## src/rtl/hazard_ctrl_v2.sv

```systemverilog
`default_nettype none
// ============================================================================
//  Module      : hazard_ctrl_v2
//  Description : Hazard and forwarding controller for a 5-stage RISC-V
//                pipeline. Generates EX operand forwarding selects,
//                counted load-use stalls, multi-cycle EX stall handshake,
//                branch-redirect flushes and a saturating stall counter.
//  Revision    : 2.0 - counted load latency, EX wait, branch flush
// ============================================================================
module hazard_ctrl_v2 #(
  parameter int AW       = 5,
  parameter int LOAD_LAT = 1,
  parameter int CNT_W    = 16
) (
  input  logic             clk,
  input  logic             rst,
  input  logic             reg_write_m,
  input  logic             reg_write_w,
  input  logic [AW-1:0]    rd_e,
  input  logic [AW-1:0]    rd_m,
  input  logic [AW-1:0]    rd_w,
  input  logic             mem_read_e,
  input  logic [AW-1:0]    rs1_d,
  input  logic [AW-1:0]    rs2_d,
  input  logic             use_rs1_d,
  input  logic             use_rs2_d,
  input  logic [AW-1:0]    rs1_e,
  input  logic [AW-1:0]    rs2_e,
  input  logic             branch_taken_e,
  input  logic             ex_start,
  input  logic             ex_done,
  output logic [1:0]       forward_a_e,
  output logic [1:0]       forward_b_e,
  output logic             stall_f,
  output logic             stall_d,
  output logic             stall_e,
  output logic             flush_d,
  output logic             flush_e,
  output logic             flush_m,
  output logic [1:0]       state_o,
  output logic [CNT_W-1:0] stall_cnt
);

  localparam logic [1:0]       c_run        = 2'b00;
  localparam logic [1:0]       c_load_stall = 2'b01;
  localparam logic [1:0]       c_ex_wait    = 2'b10;
  localparam logic [1:0]       c_fwd_rf     = 2'b00;
  localparam logic [1:0]       c_fwd_mem    = 2'b10;
  localparam logic [1:0]       c_fwd_wb     = 2'b01;
  localparam logic [2:0]       c_lcnt_init  = 3'(LOAD_LAT - 1);
  localparam logic [2:0]       c_lcnt_one   = 3'd1;
  localparam logic [AW-1:0]    c_reg_zero   = '0;
  localparam logic [CNT_W-1:0] c_cnt_one    = {{(CNT_W-1){1'b0}}, 1'b1};

  logic [1:0]       state_q, state_d;
  logic [2:0]       lcnt_q, lcnt_d;
  logic [CNT_W-1:0] stall_cnt_q, stall_cnt_d;
  logic             lu;
  logic             mem_hit_a, mem_hit_b, wb_hit_a, wb_hit_b;

  // Load in EX whose destination is actually read by the ID instruction
  assign lu = mem_read_e && (rd_e != c_reg_zero) &&
              ((use_rs1_d && (rd_e == rs1_d)) || (use_rs2_d && (rd_e == rs2_d)));

  assign mem_hit_a = reg_write_m && (rd_m != c_reg_zero) && (rd_m == rs1_e);
  assign mem_hit_b = reg_write_m && (rd_m != c_reg_zero) && (rd_m == rs2_e);
  assign wb_hit_a  = reg_write_w && (rd_w != c_reg_zero) && (rd_w == rs1_e);
  assign wb_hit_b  = reg_write_w && (rd_w != c_reg_zero) && (rd_w == rs2_e);

  // Forwarding selects: MEM result is younger, so it wins over WB
  always_comb begin
    forward_a_e = c_fwd_rf;
    forward_b_e = c_fwd_rf;
    if (!rst) begin
      if (mem_hit_a)     forward_a_e = c_fwd_mem;
      else if (wb_hit_a) forward_a_e = c_fwd_wb;
      if (mem_hit_b)     forward_b_e = c_fwd_mem;
      else if (wb_hit_b) forward_b_e = c_fwd_wb;
    end
  end

  // State, bubble counter and stall counter registers
  always_ff @(posedge clk) begin
    if (rst) begin
      state_q     <= c_run;
      lcnt_q      <= 3'd0;
      stall_cnt_q <= '0;
    end else begin
      state_q     <= state_d;
      lcnt_q      <= lcnt_d;
      stall_cnt_q <= stall_cnt_d;
    end
  end

  // Next-state: mul/div wait beats branch, branch beats load-use
  always_comb begin
    state_d = state_q;
    lcnt_d  = lcnt_q;
    case (state_q)
      c_run: begin
        lcnt_d = 3'd0;
        if (ex_start && !ex_done) begin
          state_d = c_ex_wait;
        end else if (branch_taken_e) begin
          state_d = c_run;
        end else if (lu && (LOAD_LAT > 1)) begin
          state_d = c_load_stall;
          lcnt_d  = c_lcnt_init;
        end
      end
      c_load_stall: begin
        lcnt_d = lcnt_q - c_lcnt_one;
        if (lcnt_q == c_lcnt_one) state_d = c_run;
      end
      c_ex_wait: begin
        if (ex_done) state_d = c_run;
      end
      default: begin
        state_d = c_run;
        lcnt_d  = 3'd0;
      end
    endcase
  end

  // Output decode: stalls and flushes for the current state and inputs
  always_comb begin
    stall_f = 1'b0;
    stall_d = 1'b0;
    stall_e = 1'b0;
    flush_d = 1'b0;
    flush_e = 1'b0;
    flush_m = 1'b0;
    if (!rst) begin
      case (state_q)
        c_run: begin
          if (ex_start && !ex_done) begin
            stall_f = 1'b1;
            stall_d = 1'b1;
            stall_e = 1'b1;
            flush_m = 1'b1;
          end else if (branch_taken_e) begin
            flush_d = 1'b1;
            flush_e = 1'b1;
          end else if (lu) begin
            stall_f = 1'b1;
            stall_d = 1'b1;
            flush_e = 1'b1;
          end
        end
        c_load_stall: begin
          stall_f = 1'b1;
          stall_d = 1'b1;
          flush_e = 1'b1;
        end
        c_ex_wait: begin
          if (!ex_done) begin
            stall_f = 1'b1;
            stall_d = 1'b1;
            stall_e = 1'b1;
            flush_m = 1'b1;
          end else if (branch_taken_e) begin
            flush_d = 1'b1;
            flush_e = 1'b1;
          end
        end
        default: begin
          stall_f = 1'b0;
        end
      endcase
    end
  end

  // Saturating count of fetch-stall cycles
  always_comb begin
    stall_cnt_d = stall_cnt_q;
    if (stall_f && (stall_cnt_q != {CNT_W{1'b1}})) stall_cnt_d = stall_cnt_q + c_cnt_one;
  end

  assign state_o   = rst ? c_run : state_q;
  assign stall_cnt = rst ? '0 : stall_cnt_q;

endmodule
`default_nettype wire

```

## config.mk

```make
export PLATFORM = sky130hd
export DESIGN_NAME = hazard_ctrl_v2
export DESIGN_NICKNAME = d
export VERILOG_FILES = /design/src/rtl/hazard_ctrl_v2.sv
export SDC_FILE = /design/constraint.sdc
export NUM_CORES = 1
export LEC_CHECK = 0
export CORE_MARGIN = 4
export CORE_UTILIZATION = 43
export CTS_BUF_LIST = sky130_fd_sc_hd__clkbuf_16
export CTS_CLUSTER_SIZE = 20
export DETAILED_ROUTE_END_ITERATION = 16
export PLACE_DENSITY = 0.85
export REMOVE_ABC_BUFFERS = 1
export SYNTH_ARGS = -nofsm -noshare
export SYNTH_HDL_FRONTEND = slang
export SYNTH_SLANG_ARGS = --single-unit
```

## constraint.sdc

```tcl
create_clock -name clk -period 3.7 [get_ports clk]
set_input_delay 0.555 -clock clk [delete_from_list [all_inputs] [get_ports clk]]
set_output_delay 0.555 -clock clk [all_outputs]
set_load 0.1 [all_outputs]
```

* Word level (Yosys, flattened, before mapping) *
Index checks and enable logic that the tools add are counted.

storage, ports and cells
  flip-flop bits (word level) = 21

operators by class
  eq/ne operators = 13
  $add $sub $neg = 2
  muxes and demuxes = 32
  reduce and logical (&&, ||, !) cells = 19

operator list
  kind                     count
  $eq A5 B5 Y1             6
  $mux W2                  9
  $add A16 B1 Y16 const B  1
  $mux W1                  16
  $mux W16                 1
  $ne A16 B16 Y1 const B   1
  $reduce_bool A5 Y1       3
  $logic_and A1 B1 Y1      12
  $pmux W1 S3              2
  $pmux W2 S3              1
  $pmux W3 S2              1
  $ne A2 B2 Y1 const B     2
  $pmux W1 S2              2
  $eq A3 B1 Y1 const B     1
  $ne A3 B3 Y1 const B     1
  $reduce_and A3 Y1        1
  $sub A3 B1 Y3 const B    1
  $eq A2 B1 Y1 const B     1
  $eq A2 B2 Y1 const B     1
  $logic_not A2 Y1         1
  $logic_not A1 Y1         1
  $logic_or A1 B1 Y1       1

* Longest topological paths before layout *
Gate-level depths: netlist (run 1).

  depth after elaboration = 10
  depth in mapped cells = 8

* Least setup slack after synthesis (run 1) *
Ideal clock, no wire load.

  path type = input-to-output
  start = input rd_m[1]
  end = output forward_a_e[0]
  data arrival time = 4.411 ns
  cell stages on the path = 4
  path slack = -1.266 ns
  required time = 3.145 ns
  path buffers = 0
  cell sequence = or4_1 o21ai_0 nor3_1 nor4_1

between the ends
  longest elaborated chain between the ends = 5

RTL lines
  what                     line  RTL
  start: declaration       20    input logic [AW-1:0] rd_m,
  $reduce_bool A5 Y1       65    assign mem_hit_a = reg_write_m && (rd_m != c_reg_zero) && (rd_m == rs1_e);
  $logic_and A1 B1 Y1      65
  $logic_and A1 B1 Y1 (*)  65
  $mux W2 (*)              75    if (mem_hit_a) forward_a_e = c_fwd_mem;
  $mux W2 (*)              74    if (!rst) begin
  end: declaration         32    output logic [1:0] forward_a_e,

Mark *: on every way between the ends. The rest lies on a longest branch, timed or not.

* Worst setup path in the final report (run 1) *
Same ends and word-level chain as after synthesis.

==> flow_metrics.env, run 1 <==
export IMPL_power_density_nw_per_um2=252.3
export IMPL_grt_antenna_before_repair=0
export IMPL_crit_slowest_cell="or4_1"
export IMPL_placed_cell_area_um2=2210
export IMPL_ys_seq_area_frac=0.2363
export IMPL_htreeDepth=1
export IMPL_synthArstFlopShare=0
export IMPL_boundaryPins=73
export IMPL_die_x_um=65.87
export IMPL_critPathCapture="forward_a_e[0]"
export IMPL_p_leak_nw=0.8545
export IMPL_grt_pass1_vias=1516
export IMPL_synth_largest_area_cell="dfxtp_1"
export IMPL_start_util=0.4604
export IMPL_rrSetupSlack_ns=1.19
export IMPL_hold_path_class="register to register"
export IMPL_rsz0062_at_grt="no"
export IMPL_post_cts_setup_buffer_count=0
export IMPL_synth_warnings=0
export IMPL_crit_chain="clkdlybuf4s50_1 -> or4_1 -> o21ai_0 -> nor3_1 -> nor4_1 -> buf_12"
export IMPL_syn_inst=185
export IMPL_ctsResizeCount=0
export IMPL_status="completed"
export IMPL_clk_insertion_delay_late_ns=0.25
export IMPL_firstDrtPassIters=4
export IMPL_synth_area_um2=1440
export IMPL_yosysUniqueCellTypes=41
export IMPL_wirelength_um=4038
export IMPL_dp_cells=292
export IMPL_syn_avg_cell_area_um2=7.784
export IMPL_yosysTopAreaCellShare=0.2363
export IMPL_post_synth_top_count_cell="xnor2_1"
export IMPL_peakVddDrop_mv=0.1838
export IMPL_drtIter0Drc=146
export IMPL_cp_slowest_stage_delay_ns=0.56
export IMPL_nets=299
export IMPL_gp_congestion=0.8733
export IMPL_vias=1587
export IMPL_grt_max_degree=32
export IMPL_dp_hpwl_um=3247
export IMPL_finalCritPeriodShare=0.9083
export IMPL_stdcell_count=296
export IMPL_r2r_start="stall_cnt_q[0]$_SDFFE_PP0P_"
export IMPL_die_h_um=65.87
export IMPL_slew_limit_headroom=0.5585
export IMPL_fp_dieArea_um2=4339
export IMPL_rr_endpoint="stall_cnt_q[8]$_SDFFE_PP0P_"
export IMPL_critPathLaunchType="primary input"
export IMPL_synthTopCellsByCount="xnor2_1, dfxtp_1, nor2b_1"
export IMPL_critPathArrivalTime_ns=2.81
export IMPL_routedWlPerCell_um=13.64
export IMPL_critical_path_class="primary input to output pin"
export IMPL_slew_viol_final=0
export IMPL_critPathMaxFanout=4
export IMPL_drive_above_1_share=0.1587
export IMPL_setup_viol=0
export IMPL_cts_sinks=17
export IMPL_clk_pin_slew_ns=0.05
export IMPL_cts_tree="done"
export IMPL_synth_edf_count=0
export IMPL_layout_min_cycle_time_ns=3.361
export IMPL_max_clock_freq_mhz=297.6
export IMPL_drc=0
export IMPL_netlist_top_cells_area="dfxtp_1, xnor2_1, nor2b_1"
export IMPL_reg2regPathDepth=7
export IMPL_io_buffer_count=71
export IMPL_cts_buffers=3
export IMPL_grt_pass1_wl_um=6541
export IMPL_required_ns=3.14
export IMPL_synth_ff_type="dfxtp_1"
export IMPL_worst_pin_slew_ns=0.6622
export IMPL_gr_total_overflow=0
export IMPL_maxCapViolCount=0
export IMPL_fin_area_um2=2288
export IMPL_cts_hold_buf=0
export IMPL_clock_path_buffers=2
export IMPL_worstSetupEndpointType="output pin"
export IMPL_hold_viol=0
export IMPL_root_buffer="clkbuf_16"
export IMPL_area_delta_synth_final_pct=58.90
export IMPL_fp_row_count=20
export IMPL_min_delay_start="stall_cnt_q[15]$_SDFFE_PP0P_"
export IMPL_ant_nets=0
export IMPL_antenna_cells=0
export IMPL_crit_start="rd_m[1]"
export IMPL_utilization=0.7316
export IMPL_synth_seq_cells=17
export IMPL_grt_use_total=0.1870
export IMPL_vias_per_cell=5.361
export IMPL_finClkSkew_ns=0.001610
export IMPL_coreArea_um2=3128
-- area by class of cell --
class,instances,area [um^2]
sequential,17,340.3
timing repair buffer,72,763.2
fill,252,839.6
multi-input combinational,152,1025
inverter,7,26.28
clock inverter,1,3.754
tap,44,55.05
clock buffer,3,75.07
-- critical path: cells and delay by family --
kind                   cells  cell delay, ns
AO/OA/AOI/OAI              1            0.35
buffers and inverters      2            0.72
AND/OR/NAND/NOR            3            1.18
-- metal layers --
metal / global-route usage / share of wire
met5: 0 / 0
met4: 0.02332 / 0.0072
met1: 0.2097 / 0.41
met3: 0.06633 / 0.099
met2: 0.3442 / 0.49
-- power by group --
group	switching [mW]	internal, mW	total [mW]
Combinational	0.0928	0.0855	0.178
Clock	0.0687	0.143	0.212
Sequential	0.00197	0.185	0.187
Total	0.164	0.414	0.577
-- stage by stage --
step / setup WS (ns) / total power, mW / hold slack [ns] / TNS, ns
floorplan: -2.221 / 0.2791 / 0.4709 / -7.232
global placement: 0.4215 / 0.3664 / 0.4922 / 0
detailed placement: 0.3306 / 0.3688 / 0.5067 / 0
CTS: 0.3306 / 0.5783 / 0.5239 / 0
global route: 0.1118 / 0.5980 / 0.5527 / 0
finish: 0.3392 / 0.5774 / 0.5268 / 0
-- state kept, by name (all words and copies together), names as in the netlist --
register / flops
stall_cnt_q: 16
state_q: 1
-- layout by cell type, fill, tap and decap left out, types with 4 or more instances in the layout --
| cell type | count |
|---|---|
| clkdlybuf4s50_1 | 44 |
| xnor2_1 | 23 |
| buf_4 | 19 |
| dfxtp_1 | 17 |
| nor2b_1 | 16 |
| nor2_1 | 13 |
| nand2_1 | 10 |
| nand3_1 | 10 |
| nor3_1 | 9 |
| buf_12 | 9 |
| inv_1 | 8 |
| o21ai_0 | 8 |
| xor2_1 | 8 |
| nand4_1 | 8 |
| or4_1 | 5 |
| nor4_1 | 4 |
| or3_1 | 4 |
-- worst min-delay path by stage --
stage | end | slack, ns | cells past startpoint
floorplan | stall_cnt_q[14]$_SDFFE_PP0P_ | 0.47 | 2
global placement | stall_cnt_q[14]$_SDFFE_PP0P_ | 0.49 | 2
detailed placement | stall_cnt_q[5]$_SDFFE_PP0P_ | 0.51 | 1
CTS | stall_cnt_q[14]$_SDFFE_PP0P_ | 0.52 | 2
global route | stall_cnt_q[14]$_SDFFE_PP0P_ | 0.55 | 2
finish | stall_cnt_q[14]$_SDFFE_PP0P_ | 0.53 | 2
-- logic make-up (layout without fill, tap and decap cells) --
family                   after synthesis  after routing  synth area share
AO/OA/AOI/OAI                         27             27            0.1321
multiplexers                           6              6           0.04865
AND/OR/NAND/NOR                       86             86            0.3310
other                                  1              1          0.002604
XOR/XNOR                              31             31            0.1885
flip-flops                            17             17            0.2363
adder cells (fa/ha/maj)                1              1          0.008687
buffers and inverters                 16             83           0.05213
No activity file was read; power rests on OpenSTA's default activity.
==> run 2: changes to the inputs <==
--- a/config.mk
+++ b/config.mk
@@ -8,6 +8,7 @@
 export CORE_MARGIN = 4
 export CORE_UTILIZATION = 43
 export CTS_BUF_LIST = sky130_fd_sc_hd__clkbuf_16
+export CTS_CLUSTER_DIAMETER = 40
 export CTS_CLUSTER_SIZE = 20
 export DETAILED_ROUTE_END_ITERATION = 16
 export PLACE_DENSITY = 0.85
==> constraint.sdc (replaced) <==
create_clock -name clk -period 4.2 [get_ports clk]
set_input_delay 0.63 -clock clk [delete_from_list [all_inputs] [get_ports clk]]
set_output_delay 0.63 -clock clk [all_outputs]
set_load 0.1 [all_outputs]
==> run 2 against run 1 <==
  * Sequential share of layout area rose by 0.50 points
  * Largest cell class unchanged
  * Utilization decreased by 2.4 points
  * Sequential power decreased by 12%
  * Die area is the same
  * Sequential cell count did not move
  * Critical endpoint unchanged
  * Design area fell by 3.3%
  * Largest power group unchanged
==> flow_metrics.env, run 2 (synthesis results as in run 1) <==
export IMPL_status="completed"
export IMPL_firstDrtPassIters=7
export IMPL_htreeDepth=1
export IMPL_die_x_um=65.87
export IMPL_fin_area_um2=2213
export IMPL_boundaryPins=73
export IMPL_p_int_mw=0.3603
export IMPL_layout_min_cycle_time_ns=3.466
export IMPL_max_clock_freq_mhz=288.5
export IMPL_cts_sinks=17
export IMPL_clock_path_buffers=2
export IMPL_grt_pass1_vias=1490
export IMPL_seqCellArea_um2=340.3
export IMPL_swShare=0.2829
export IMPL_root_buffer="clkbuf_16"
export IMPL_peakVddDrop_mv=0.1557
export IMPL_rsz0062_at_grt="no"
export IMPL_setup_slack_ns=0.7335
export IMPL_grt_antenna_before_repair=0
export IMPL_comb_power_share=0.301
export IMPL_ctsResizeCount=0
export IMPL_maxCapViolCount=0
export IMPL_io_buffer_count=71
export IMPL_antenna_cells=0
export IMPL_path_depth=6
export IMPL_required_ns=3.57
export IMPL_area_delta_synth_final_pct=53.69
export IMPL_crit_chain="clkdlybuf4s50_1 -> or4_1 -> o21ai_0 -> nor3_1 -> nor4_1 -> buf_12"
export IMPL_whs_path_depth=1
export IMPL_vias_per_cell=5.284
export IMPL_finClkSkew_ns=0.0009976
export IMPL_fillers=273
export IMPL_slew_viol_final=0
export IMPL_start_util=0.4604
export IMPL_largest_register="stall_cnt_q"
export IMPL_reg_top3="stall_cnt_q: 16 flops, state_q: 1 flops"
export IMPL_hold_viol=0
export IMPL_stdcell_count=296
export IMPL_die_h_um=65.87
export IMPL_crit_slowest_cell="or4_1"
export IMPL_hold_path_class="register to register"
export IMPL_cp_slowest_stage_delay_ns=0.55
export IMPL_clk_insertion_delay_late_ns=0.25
export IMPL_cts_tree="done"
export IMPL_cts_buffers=3
export IMPL_dp_cells=292
export IMPL_rrSetupSlack_ns=1.73
export IMPL_dp_hpwl_um=3200
export IMPL_fp_row_count=20
export IMPL_routedWlPerCell_um=13.46
export IMPL_gr_total_overflow=0
export IMPL_crit_family="simple AND/OR/NAND/NOR gates"
export IMPL_multiInputGateArea_um2=1025
export IMPL_worstSetupEndpointType="output pin"
export IMPL_worst_pin_slew_ns=0.6398
export IMPL_final_common_cell="clkdlybuf4s50_1"
export IMPL_p_total_mw=0.5024
export IMPL_setup_viol=0
export IMPL_coreArea_um2=3128
export IMPL_critPathMaxFanout=4
export IMPL_largest_reg_flops=16
export IMPL_path_buf_inv=2
export IMPL_wirelength_um=3984
export IMPL_reg2regPathDepth=7
export IMPL_utilization=0.7076
export IMPL_power_density_nw_per_um2=227.0
export IMPL_power_frac_seq=0.327
export IMPL_fp_dieArea_um2=4339
export IMPL_p_leak_nw=0.8367
export IMPL_grt_use_total=0.1918
export IMPL_post_cts_setup_buffer_count=0
export IMPL_nets=299
export IMPL_drc=0
export IMPL_grt_max_degree=36
export IMPL_grt_pass1_wl_um=6596
export IMPL_gp_congestion=0.8860
export IMPL_critPathArrivalTime_ns=2.84
export IMPL_critPathLaunchType="primary input"
export IMPL_critical_path_class="primary input to output pin"
export IMPL_drive_above_1_share=0.1587
export IMPL_mostFrequentLayoutCells="clkdlybuf4s50_1, buf_4, xnor2_1"
export IMPL_place_worst_setup_slack_ns=0.7331
export IMPL_ant_nets=0
export IMPL_vias=1564
export IMPL_drtIter0Drc=44
export IMPL_clk_pin_slew_ns=0.05
export IMPL_clkPwrFrac=0.372
export IMPL_placed_cell_area_um2=2135
export IMPL_finalCritPeriodShare=0.8253
export IMPL_cts_hold_buf=0
export IMPL_slew_limit_headroom=0.5690
export IMPL_power_switching_mw=0.1421
[run 2: cell counts in the layout (fill, tap and decap cells not counted)]
No cell type changed its count.
[run 2: metrics by stage]
stage / hold slack (ns) / TNS [ns]
final: 0.5234 / 0
after global routing: 0.5826 / 0
after CTS: 0.5269 / 0
after detailed placement: 0.5095 / 0
after global placement: 0.4939 / 0
after floorplan: 0.4709 / -5.132
[run 2: final timing paths]
check / from / end
worst max register to register: stall_cnt_q[0]$_SDFFE_PP0P_ / stall_cnt_q[8]$_SDFFE_PP0P_
worst min-delay path: stall_cnt_q[5]$_SDFFE_PP0P_ / stall_cnt_q[5]$_SDFFE_PP0P_
worst max-delay path: rd_m[1] / forward_a_e[0]
worst min register to register: stall_cnt_q[5]$_SDFFE_PP0P_ / stall_cnt_q[5]$_SDFFE_PP0P_
[run 2: final cells by class]
cell class	instances	share of cell area
clock buffers	3	0.03392
clock inverters	1	0.001696
inverters	7	0.01187
multi-input cells	152	0.4630
flip-flops and latches	17	0.1538
well taps	44	0.02487
repair buffers	72	0.3109
[run 2: per-layer routing]
metal  track usage  routed length [um]
met4       0.03109                  17
met1        0.2216                1581
met2        0.3504                1985
met3       0.05612                 399
met5             0                   0
[run 2: power groups by stage]
stage | registers [mW] | clock network [mW] | logic (mW)
detailed placement | 0.168 | 0 | 0.151
finish | 0.165 | 0.187 | 0.151
global placement | 0.168 | 0 | 0.150
global route | 0.165 | 0.197 | 0.162
CTS | 0.164 | 0.188 | 0.152
floorplan | 0.167 | 0 | 0.0785
